==> src/rtl/cmd_queue_pkg.sv <==
// Shared command-path types. The queue treats cmd_t as an opaque bit vector.
package cmd_queue_pkg;

  typedef logic [7:0]  instr_t;
  typedef logic [15:0] addr_t;

  typedef struct packed {
    instr_t instr;
    addr_t  addr;
  } cmd_t;

  // Default command queue depth; top passes this as DEPTH.
  localparam int unsigned CMDQ_DEPTH = 16;

endpackage

==> src/rtl/cmd_queue.sv <==
// First-word-fall-through command FIFO between the command source and the issuer.
// Head entry is visible on o_cmd whenever the queue is non-empty.
module cmd_queue
  import cmd_queue_pkg::*;
#(
  parameter int unsigned DEPTH = CMDQ_DEPTH,
  parameter int unsigned CNT_W = $clog2(DEPTH) + 1
) (
  input  logic             i_clk,
  input  logic             i_rstn,
  input  logic             i_wr,
  input  cmd_t             i_cmd,
  output logic             o_full,
  input  logic             i_rd,
  output cmd_t             o_cmd,
  output logic             o_empty,
  input  logic             i_flush,
  output logic [CNT_W-1:0] o_count,
  output logic             o_overflow,
  output logic             o_underflow
);

  localparam int unsigned PTR_W = $clog2(DEPTH);

  cmd_t             mem [DEPTH];
  logic [PTR_W-1:0] wr_ptr_q, wr_ptr_d;
  logic [PTR_W-1:0] rd_ptr_q, rd_ptr_d;
  logic [CNT_W-1:0] count_q, count_d;
  logic             overflow_q, overflow_d;
  logic             underflow_q, underflow_d;
  logic             do_wr, do_rd;

  // Status comes only from registered count, never from the strobes.
  assign o_empty     = (count_q == '0);
  assign o_full      = (count_q == CNT_W'(DEPTH));
  assign o_count     = count_q;
  assign o_overflow  = overflow_q;
  assign o_underflow = underflow_q;
  assign o_cmd       = o_empty ? cmd_t'('0) : mem[rd_ptr_q];

  // Popping while full frees a slot for the same-cycle push.
  assign do_wr = i_wr & (~o_full | i_rd);
  assign do_rd = i_rd & ~o_empty;

  always_comb begin
    wr_ptr_d    = wr_ptr_q;
    rd_ptr_d    = rd_ptr_q;
    count_d     = count_q;
    overflow_d  = overflow_q;
    underflow_d = underflow_q;
    if (i_flush) begin
      wr_ptr_d = '0;
      rd_ptr_d = '0;
      count_d  = '0;
    end else begin
      if (do_wr) wr_ptr_d = wr_ptr_q + 1'b1;
      if (do_rd) rd_ptr_d = rd_ptr_q + 1'b1;
      if (do_wr && !do_rd)      count_d = count_q + 1'b1;
      else if (do_rd && !do_wr) count_d = count_q - 1'b1;
      if (i_wr && o_full && !i_rd) overflow_d  = 1'b1;
      if (i_rd && o_empty)         underflow_d = 1'b1;
    end
  end

  always_ff @(posedge i_clk or negedge i_rstn) begin
    if (!i_rstn) begin
      wr_ptr_q    <= '0;
      rd_ptr_q    <= '0;
      count_q     <= '0;
      overflow_q  <= 1'b0;
      underflow_q <= 1'b0;
    end else begin
      wr_ptr_q    <= wr_ptr_d;
      rd_ptr_q    <= rd_ptr_d;
      count_q     <= count_d;
      overflow_q  <= overflow_d;
      underflow_q <= underflow_d;
    end
  end

  // Storage is deliberately not reset.
  always_ff @(posedge i_clk) begin
    if (do_wr && !i_flush) mem[wr_ptr_q] <= i_cmd;
  end

endmodule

==> config.mk <==
export PLATFORM = sky130hd
export DESIGN_NAME = cmd_queue
export DESIGN_NICKNAME = d
export VERILOG_FILES = /design/src/rtl/cmd_queue_pkg.sv /design/src/rtl/cmd_queue.sv
export SDC_FILE = /design/constraint.sdc
export NUM_CORES = 1
export LEC_CHECK = 0
export ABC_AREA = 1
export CAP_MARGIN = 10
export CORE_MARGIN = 5
export CORE_UTILIZATION = 49
export DETAILED_ROUTE_END_ITERATION = 8
export PLACE_DENSITY = 0.75
export SLEW_MARGIN = 10
export SYNTH_ARGS = -nofsm -noshare
export SYNTH_HDL_FRONTEND = slang
export SYNTH_SLANG_ARGS = --single-unit
==> constraint.sdc <==
create_clock -name i_clk -period 3.25 [get_ports i_clk]
set_input_delay 0.325 -clock i_clk [delete_from_list [all_inputs] [get_ports i_clk]]
set_output_delay 0.325 -clock i_clk [all_outputs]
set_load 0.005 [all_outputs]
==> results.ini <==
[setup_path]
worstPathMaxFanout=122
cpMaxStageDelayCell=clkdlybuf4s50_1
setup.worst_path.start=rd_ptr_q[0]
cp.arrival_ns=2.79
setup.worst_path.class=register to output port
timing.critical_path.to_type=output port
timing.critical_path.slowest_cell_delay_ns=0.55
timing.critical_path.mode_cell=nand2_1
timing.critical_path.cells=buf_16 -> o21ai_0 -> o22ai_1 -> nand2_1 -> nand2_1 -> nand2_1 -> nor2_1 -> clkdlybuf4s50_1
timing.rr.start=o_count[1]
setup.worst_path.start_class=register
cp_data_required_time_ns=2.92

[layout]
post_route_cells_drive_above_1_share_pct=9.31
antenna-diode-count=0
num-nets-final=1489
fin_cells=1924
final_core_utilization_pct=57.6
area_delta_synth_final_pct=15.5

[global_routing]
global_route.usage.total_pct=20.3
grt_first_pass_wirelength_um=58300
first_global_vias=10600
grt_overflow=0
grt_start_max_net_pins=123
grt_antenna_before_repair=0

[logic_synthesis]
ys_ff_latch=399
yosys_warnings=0
synth_area_leader_cell=edfxtp_1
syn_nets=1412
synth_top_area_share_pct=70.8
distinct_cell_type_count_after_synthesis=31
synth_area_leaders=edfxtp_1 71%, nand2_1 10%, a21oi_1 3.8%, nor2_1 2.7%, dfrtp_1 2.3%
synth.avg_cell_area_um2=11.9
yosysSeqAreaShare_pct=73.1
synthesis.area_um2=16300
syn_inst=1373

[timing]
fmax_mhz=321
hold_viol=0
maxSlewHeadroom_pct=42.1
slew_violations=0
max_slew.worst_pin.slew_ns=0.869
setup_viol_count_final=0
worst_clock_skew_ns=0.0134
setup_repair_after_global_routing_missed_its_margin=yes
layout_worst_path_cycle_share_pct=95.8
holdWs_ns=0.246
layout_min_cycle_time_ns=3.11

[floorplanning]
io_pins=62
die_w_um=192
die_area_um2=37000
die-height_um=192
starting_density_of_the_core_pct=49.8
placementRows=66
core_um2=32700

[hold_path]
min-delay-path-class=input port to async pin

[pwr]
powerDensity_nw_per_um2=730
power.ir.vdd_worst_mv=0.831
total_leakage_power_nw=6.84

[placed_design]
placedCellCount=1850
finalWeightedCongestion=0.815
dpl.hpwl_um=20900
place.port_buffers=61

[clock_network]
clock_latency_ns=0.53
cts_buffer_depth=3
number_of_buffers_inserted_to_repair_setup_after_cts=0
cts_tree=built
htree_num_levels=2
clock_sinks=399
cts_inserted_buffers=40
cts_hold_buffers=0
cts_root_buffer=clkbuf_16
worst_setup_hold_path_clk_slew_ns=0.06

[detailed_routing]
avgRoutedWirePerCell_um=19.6
drt_drc_violations_left=0
postRouteAntennaNets=0
via_per_inst=5.54
firstDrtPassIters=5
route.final.wire_length_um=37600
vias=10700
drt_iter0_drc=1195

[flow_run]
cap_violations=0

[status]
run_status=completed

-- power breakdown --
| group | switching [mW] | internal (mW) | leakage, nW | total (mW) |
|---|---|---|---|---|
| combinational | 2.11 | 1.35 | 2.56 | 3.46 |
| clock | 1.85 | 2.60 | 0.626 | 4.44 |
| sequential | 0.0921 | 5.74 | 3.65 | 5.84 |
-- cell usage after synthesis --
library cell  count
a31o_2            1
inv_1            17
edfxtp_1        384
fa_1              1
nand3_1          37
a21oi_1         123
a21boi_0         24
xor2_1            2
nand2_1         449
dfrtp_1          15
inv_2             2
buf_4            16
nor2_2            3
a21oi_2           1
nand2_2           2
o22ai_1          24
ha_1              9
nor2_1          118
clkinv_1          1
clkbuf_1         22
buf_1             4
nand3_2           2
clkinv_2          1
inv_4             1
nand4_1           2
buf_2            28
o21ai_0          39
buf_6             4
o21ai_1          39
o21bai_1          1
nor3_1            1
-- metal layers --
layer  GRT usage (%)  share of wire (%)
met2            33.3                 48
met1            28.1                 40
met3            3.06                8.8
met5               0                  0
met4            6.97                2.9
-- through the flow --
| step | TNS (ns) | power [mW] | instance area, um2 | setup WS (ns) |
|---|---|---|---|---|
| 2_1_floorplan | 0 | 7.98 | 16300 | 0.880 |
| 3_3_place_gp | 0 | 9.30 | 17500 | 0.613 |
| 3_5_place_dp | 0 | 9.37 | 17500 | 0.603 |
| 4_1_cts | 0 | 13.8 | 18800 | 0.0532 |
| 5_1_grt | -0.00175 | 14.4 | 18800 | -0.00175 |
| 6_report | 0 | 13.7 | 18800 | 0.137 |
-- cell families after synthesis --
family / after synthesis / share of synthesized area (%)
flops: 399 / 73.1
simple gates: 614 / 14.6
fa+ha+maj: 10 / 0.814
xor+xnor: 2 / 0.108
compound gates: 252 / 8.36
buf+inv: 96 / 3.00
-- final cells by class --
class | count | area (um2)
multi-input cells | 878 | 3940
repair buffers | 109 | 1030
well taps | 442 | 553
flip-flops and latches | 399 | 11900
fillers | 2552 | 13900
clock inverters | 21 | 164
inverters | 22 | 95.1
clock buffers | 53 | 1120
-- path summary, 6_finish.rpt --
| path | to | slack [ns] | cells after the start |
|---|---|---|---|
| max reg2reg | o_count[4] | 1.06 | 13 |
| min | o_count[0] | 0.25 | 1 |
| min in group i_clk | o_underflow | 0.47 | 1 |
| max in group asynchronous | rd_ptr_q[0] | 2.45 | 1 |
| max | o_cmd[20] | 0.14 | 8 |
| min reg2reg | o_underflow | 0.47 | 1 |
-- registers in the layout, indices dropped and copies added (netlist names) --
name / cells
mem: 384
o_count: 5
o_overflow: 1
o_underflow: 1
rd_ptr_q: 4
wr_ptr_q: 4
-- repair_timing --
action	4_1_cts	5_1_grt
hold endpoints to repair	0	0
endpoints found under the setup margin	1	10
resized for setup	1	10
-- critical path: cells and delay by family, from the launching register on --
family,cells,cell delay [ns]
buffers and inverters,2,0.94
flip-flops,1,0.47
AND/OR/NAND/NOR,4,0.40
AO/OA/AOI/OAI,2,0.33
-- cell usage in the layout (no fill, tap or decap), drive strengths merged --
cell type,n
clkinv,17
dfrtp,15
a31o,1
dlymetal6s2s,1
inv,22
ha,9
a21boi,24
clkdlybuf4s50,60
a21oi,124
nor3,1
o22ai,24
nand4,2
buf,47
clkinvlp,2
edfxtp,384
fa,1
xor2,2
o21bai,1
bufinv,2
nand2,451
nor2,121
o21ai,78
clkbuf,54
nand3,39
Power figures use the tool's default switching activity.
